### src/rtl/rom_pkg.sv
// Shared definitions for the burst-fetch instruction ROM: default widths,
// FSM state encoding and the boot image word constants.
package rom_pkg;

    localparam int DATA_W_DEF = 64;
    localparam int ADDR_W_DEF = 8;
    localparam int LEN_W_DEF  = 4;
    localparam int DEPTH_DEF  = 256;

    typedef enum logic {
        ST_IDLE  = 1'b0,
        ST_BURST = 1'b1
    } state_e;

    localparam logic [15:0] IMG_BASE = 16'hC000;
    localparam logic [15:0] IMG_08   = 16'h2908;
    localparam logic [15:0] IMG_09   = 16'h689C;
    localparam logic [15:0] IMG_FILL = 16'hC000;
    localparam logic [15:0] IMG_FF   = 16'h9800;

    // Words 0x00..0x07 form a ramp: the opcode field steps by 0x0800 and the
    // low byte carries the word index.
    function automatic logic [15:0] img_ramp(input logic [2:0] idx);
        return IMG_BASE + {2'b00, idx, 11'h000} + {13'h0000, idx};
    endfunction

endpackage

### src/rtl/rom_image.sv
// Combinational boot-image lookup; unlisted addresses read as zero and every
// entry is zero-extended to DATA_W.
module rom_image
    import rom_pkg::*;
#(
    parameter int DATA_W = DATA_W_DEF,
    parameter int ADDR_W = ADDR_W_DEF
) (
    input  logic [ADDR_W-1:0] addr,
    output logic [DATA_W-1:0] data
);

    logic [15:0] word;

    always_comb begin
        word = 16'h0000;
        if (addr < ADDR_W'(8)) begin
            word = img_ramp(addr[2:0]);
        end else if (addr == ADDR_W'(8)) begin
            word = IMG_08;
        end else if (addr == ADDR_W'(9)) begin
            word = IMG_09;
        end else if (addr < ADDR_W'(16)) begin
            word = IMG_FILL;
        end else if (addr == ADDR_W'(255)) begin
            word = IMG_FF;
        end
    end

    assign data = DATA_W'(word);

endmodule

### src/rtl/rom_burst_fetch.sv
// Burst instruction fetch from the boot image: one request streams req_len+1
// consecutive words through a registered valid/ready output stage.
module rom_burst_fetch
    import rom_pkg::*;
#(
    parameter int DATA_W = DATA_W_DEF,
    parameter int ADDR_W = ADDR_W_DEF,
    parameter int DEPTH  = DEPTH_DEF,
    parameter int LEN_W  = LEN_W_DEF
) (
    input  logic              clk,
    input  logic              rst_n,
    input  logic              req_valid,
    output logic              req_ready,
    input  logic [ADDR_W-1:0] req_addr,
    input  logic [LEN_W-1:0]  req_len,
    output logic              rsp_valid,
    input  logic              rsp_ready,
    output logic [DATA_W-1:0] rsp_data,
    output logic [ADDR_W-1:0] rsp_addr,
    output logic              rsp_last,
    output logic              rsp_err
);

    localparam logic [ADDR_W:0] DEPTH_L = (ADDR_W + 1)'(DEPTH);

    state_e            state_q, state_d;
    logic [LEN_W-1:0]  remaining_q, remaining_d;
    logic [ADDR_W-1:0] next_addr_q, next_addr_d;
    logic [ADDR_W-1:0] rsp_addr_q, rsp_addr_d;
    logic [DATA_W-1:0] rsp_data_q, rsp_data_d;
    logic              rsp_valid_q, rsp_valid_d;
    logic              rsp_last_q, rsp_last_d;
    logic              rsp_err_q, rsp_err_d;

    logic              accept;
    logic              load;
    logic [ADDR_W-1:0] beat_addr;
    logic [DATA_W-1:0] img_data;
    logic              beat_err;

    // The output register may refill whenever it is empty or draining this edge.
    assign req_ready = (state_q == ST_IDLE) && (!rsp_valid_q || rsp_ready) && rst_n;
    assign accept    = req_valid && req_ready;
    assign load      = (state_q == ST_BURST) && (!rsp_valid_q || rsp_ready);
    assign beat_addr = accept ? req_addr : next_addr_q;
    assign beat_err  = {1'b0, beat_addr} >= DEPTH_L;

    rom_image #(
        .DATA_W(DATA_W),
        .ADDR_W(ADDR_W)
    ) u_image (
        .addr(beat_addr),
        .data(img_data)
    );

    always_comb begin
        state_d     = state_q;
        remaining_d = remaining_q;
        next_addr_d = next_addr_q;
        rsp_valid_d = rsp_valid_q;
        rsp_data_d  = rsp_data_q;
        rsp_addr_d  = rsp_addr_q;
        rsp_last_d  = rsp_last_q;
        rsp_err_d   = rsp_err_q;

        if (accept) begin
            rsp_valid_d = 1'b1;
            rsp_addr_d  = req_addr;
            rsp_data_d  = beat_err ? '0 : img_data;
            rsp_err_d   = beat_err;
            rsp_last_d  = (req_len == '0);
            if (req_len != '0) begin
                remaining_d = req_len;
                next_addr_d = req_addr + ADDR_W'(1);
                state_d     = ST_BURST;
            end
        end else if (load) begin
            rsp_valid_d = 1'b1;
            rsp_addr_d  = next_addr_q;
            rsp_data_d  = beat_err ? '0 : img_data;
            rsp_err_d   = beat_err;
            rsp_last_d  = (remaining_q == LEN_W'(1));
            remaining_d = remaining_q - LEN_W'(1);
            next_addr_d = next_addr_q + ADDR_W'(1);
            if (remaining_q == LEN_W'(1)) begin
                state_d = ST_IDLE;
            end
        end else if (rsp_valid_q && rsp_ready) begin
            rsp_valid_d = 1'b0;
        end
    end

    always_ff @(posedge clk) begin
        if (!rst_n) begin
            state_q     <= ST_IDLE;
            remaining_q <= '0;
            next_addr_q <= '0;
            rsp_valid_q <= 1'b0;
            rsp_data_q  <= '0;
            rsp_addr_q  <= '0;
            rsp_last_q  <= 1'b0;
            rsp_err_q   <= 1'b0;
        end else begin
            state_q     <= state_d;
            remaining_q <= remaining_d;
            next_addr_q <= next_addr_d;
            rsp_valid_q <= rsp_valid_d;
            rsp_data_q  <= rsp_data_d;
            rsp_addr_q  <= rsp_addr_d;
            rsp_last_q  <= rsp_last_d;
            rsp_err_q   <= rsp_err_d;
        end
    end

    assign rsp_valid = rsp_valid_q;
    assign rsp_data  = rsp_data_q;
    assign rsp_addr  = rsp_addr_q;
    assign rsp_last  = rsp_last_q;
    assign rsp_err   = rsp_err_q;

endmodule

### config.mk
export PLATFORM = sky130hd
export DESIGN_NAME = rom_burst_fetch
export DESIGN_NICKNAME = d
export VERILOG_FILES = /design/src/rtl/rom_pkg.sv /design/src/rtl/rom_image.sv /design/src/rtl/rom_burst_fetch.sv
export SDC_FILE = /design/constraint.sdc
export NUM_CORES = 1
export LEC_CHECK = 0
export BUFFER_PORTS_ARGS = -buffer_cell sky130_fd_sc_hd__buf_2
export CAP_MARGIN = 20
export CORE_MARGIN = 5
export CORE_UTILIZATION = 52
export DETAILED_ROUTE_END_ITERATION = 12
export HOLD_SLACK_MARGIN = 0.1
export PLACE_DENSITY = 0.88
export RECOVER_POWER = 25
export SYNTH_ARGS = -nofsm -noshare
export SYNTH_HDL_FRONTEND = slang
export SYNTH_SLANG_ARGS = --single-unit
### constraint.sdc
create_clock -name clk -period 4.6 [get_ports clk]
set_input_delay 0.46 -clock clk [delete_from_list [all_inputs] [get_ports clk]]
set_output_delay 0.46 -clock clk [all_outputs]
set_load 0.02 [all_outputs]
==> impl_summary.md <==
Global route
The global-route wire length before repair is between 8000 and 9000 um. Entering global routing, the biggest net connects 27 pins. The via count of the first global-routing pass came to 1712. The total overflow left after global routing is 0. The initial antenna violation count is 0.

The total routing resource utilization after global routing is 0.185.

Setup path
The worst endpoint data arrival time is between 2000 and 3000 ps. The startpoint identified for the worst register-to-register timing path is rsp_valid. The largest fanout on the critical path is 24. The critical path startpoint category is a register.

The critical path starts at rsp_valid. The worst reg-to-reg setup slack is 2100 ps. The critical path capture point type is a register. The critical path data required time is a little under 5000 ps. The number of cells traversed by the worst register-to-register path is 5. The critical path is of the register to register type. The destination of the critical timing path is rsp_data[15]. The reg-to-reg critical path endpoint is rsp_data[15].

Routing
The number of DRC markers after the initial detailed-route iteration is between 150 and 200. The final layout contains routed wiring with a total length of ~5000 um. The average via count per standard cell is approximately 5.4. The average detailed-routed wire length per instance is approximately 14 um.

The DRC violations left is 0. The number of nets with antenna violations after routing is 0. The total vias in the final route is about 1900.

The pre-antenna-repair detailed-routing pass consisted of 5 iterations.

Synthesis
A synthesized cell averages ~8.0 um^2. During synthesis, Yosys emitted a total of 0 warnings. The leading register cell type out of synthesis is sky130_fd_sc_hd__dfxtp_1. Yosys attributes the largest share of cell area to sky130_fd_sc_hd__dfxtp_1 31%, sky130_fd_sc_hd__buf_4 18%, sky130_fd_sc_hd__nand2_1 4.9%.

The synthesized design contains 34 register bits. The combined area of all synthesized cells is 2230 um^2. The share of the Yosys chip area taken by registers is 0.306. The cell count after synthesis came out at approximately 280. sky130_fd_sc_hd__dfxtp_1 takes more of the synthesized area than any other cell. For this run, asynchronously set or reset flops after synthesis account for 0. The number of distinct standard cells referenced by the synthesized netlist is 51. The share of the synthesized area in the top cell type is 0.306.

Counting flops with a built-in enable in the synthesized netlist gives 0.

STA
For the pin with the worst max-slew slack, the measured transition is 962 ps. In this run the tightest slew margin relative to its limit is 0.357. The final number of max-transition violations came to 0. The minimum period implied by the final worst setup slack is ~2500 ps. The final critical-path share of the clock period is 0.542. The tightest hold path in the finished design has a slack of ~420 ps. Setup repair after global routing left no endpoint under its margin. The final count of hold timing violations is 0.

The maximum achievable frequency is around 400 MHz. The worst clock skew is between 7 and 8 ps. The number of setup violations in the final report is 0. For the final routed database, the setup TNS stands at 0 ps.

Floorplan
During I/O placement, the number of pins put on the boundary was between 90 and 100. The floorplan step defined a core boundary enclosing 4090 um^2. The area enclosed by the die boundary is 5690 um^2. The floorplan has 23 rows. The initial utilization of the core area, before any placement, comes to 0.545. In this run the horizontal extent of the chip is 75.4 um. The die boundary height is 75.4 um.

Run status
The run finished with clean final reports.

Hold path
The tightest min-delay check is of the input port to register type. The start point of the worst hold path is req_len[0].

Clocking
The H-tree level count is 2. The cell sitting at the root of the clock tree is a sky130_fd_sc_hd__clkbuf_8. The number of gates given a new drive strength after cts is 0. The post-CTS setup buffer count is 0. The number of clock buffers added by TritonCTS is 5.

The tree built by TritonCTS fans out to 34 sinks. The longest clock path from root to sink contains 2 buffers. The latest clock arrival within the worst-skew pair is just under 300 ps. After clock tree synthesis, the clock-pin slew on the worst setup and hold paths is 70 ps. TritonCTS built the clock tree.

For this design, the CTS-stage hold fixing added 0 buffers.

Power
The ratio of total power to cell area is approximately 340 nW/um^2. VDD sags by at most 0.124 mV. The leakage power of the design is a little under 1 nW.

Cells and area
The number of nets at the end of the flow is approximately 330. The antenna diode instance count is 0. The share of layout cells above drive strength 1 is 0.139. The final-layout fill cell count is just under 400. The top cell types in the final layout, fill and taps aside, are 53 x sky130_fd_sc_hd__conb_1, 34 x sky130_fd_sc_hd__dfxtp_1, 29 x sky130_fd_sc_hd__nor2_1, 29 x sky130_fd_sc_hd__nand2_1, 24 x sky130_fd_sc_hd__buf_2. From synthesis to final layout, the design area changed by 2.70%.

Leaving out fill and tap cells, the most frequent cell in the layout is sky130_fd_sc_hd__conb_1. The area occupied by multi-input gates is 1260 um^2. The sequential cells in the finished layout cover a total of between 600 and 700 um^2. The fraction of the core area covered by cells at the end of the flow is 0.559.

Placed design
The last weighted congestion value of the routability-driven placer is about 0.86. The count of buffers added on input and output ports is 38. Once detailed placement completed, the half-perimeter wirelength came to between 3000 and 4000 um.

Run
The number of maximum-capacitance violations is 0.
[how the worst min path moves through the flow]
stage	endpoint	slack [ps]	cells after the start
final	remaining_q[0]	420	3
after global routing	remaining_q[0]	400	3
after CTS	remaining_q[0]	420	3
after detailed placement	rsp_data[14]	440	2
after global placement	rsp_data[14]	440	2
after floorplan	next_addr_q[7]	480	2
[power by group]
group	switching [mW]	total, mW	internal [mW]
clock network	0.109	0.230	0.121
logic	0.142	0.199	0.0571
registers	0.0199	0.338	0.319
[state kept, by name, indices dropped and copies added (netlist names)]
name	count
rsp_data	11
state_q	1
rsp_last	1
remaining_q	4
rsp_addr	8
rsp_valid	1
next_addr_q	8
[area by class of cell]
cell class	count	share of cell area
clock inverters	1	0.00219
clock buffers	7	0.0378
repair buffers	39	0.0788
multi-input cells	225	0.550
well taps	50	0.0274
inverters	4	0.00657
flip-flops and latches	34	0.298
[cells by family (layout without fill, tap and decap cells)]
logic type	count (synthesis)	count (layout)	share of synthesized area
simple gates	93	93	0.206
buf+inv	71	51	0.218
compound gates	60	60	0.183
flops	34	34	0.306
mux	10	10	0.0467
xor+xnor	7	7	0.0275
fa+ha+maj	2	2	0.0112
other cells	1	53	0.00168
[layer usage]
metal  wire length, um  GRT usage  up-vias
met4                81     0.0854        0
met3               528     0.0620        8
met2              2420      0.283      111
li1                  -          -      929
met1              2090      0.236      898
met5                 0          0        -
[synth_stat cells, types with 4 or more instances]
cell type and count:
sky130_fd_sc_hd__buf_4 54, sky130_fd_sc_hd__dfxtp_1 34, sky130_fd_sc_hd__nand2_1 29, sky130_fd_sc_hd__nor2_1 29, sky130_fd_sc_hd__a21oi_1 17, sky130_fd_sc_hd__o21ai_0 12
sky130_fd_sc_hd__mux2i_1 7, sky130_fd_sc_hd__nand3_1 7, sky130_fd_sc_hd__a211oi_1 6, sky130_fd_sc_hd__a311oi_1 6, sky130_fd_sc_hd__clkbuf_1 6, sky130_fd_sc_hd__nor3_1 5
sky130_fd_sc_hd__buf_2 4, sky130_fd_sc_hd__o221a_2 4, sky130_fd_sc_hd__xor2_1 4
[critical path, cell delays in order (launching register included)]
cell,delay [ps]
sky130_fd_sc_hd__dfxtp_1,320
sky130_fd_sc_hd__nor2b_1,210
sky130_fd_sc_hd__nor3_4,810
sky130_fd_sc_hd__mux2_2,460
sky130_fd_sc_hd__o31ai_1,380
sky130_fd_sc_hd__o221a_2,260
[through the flow]
stage	cells	instance area [um^2]	power, mW	worst slack [ps]
floorplan	330	2420	0.529	2660
global placement	352	2210	0.538	1990
detailed placement	352	2210	0.543	1860
CTS	360	2300	0.776	2120
global route	360	2290	0.815	1960
finish	360	2290	0.768	2100
Power figures use the tool's default switching activity.
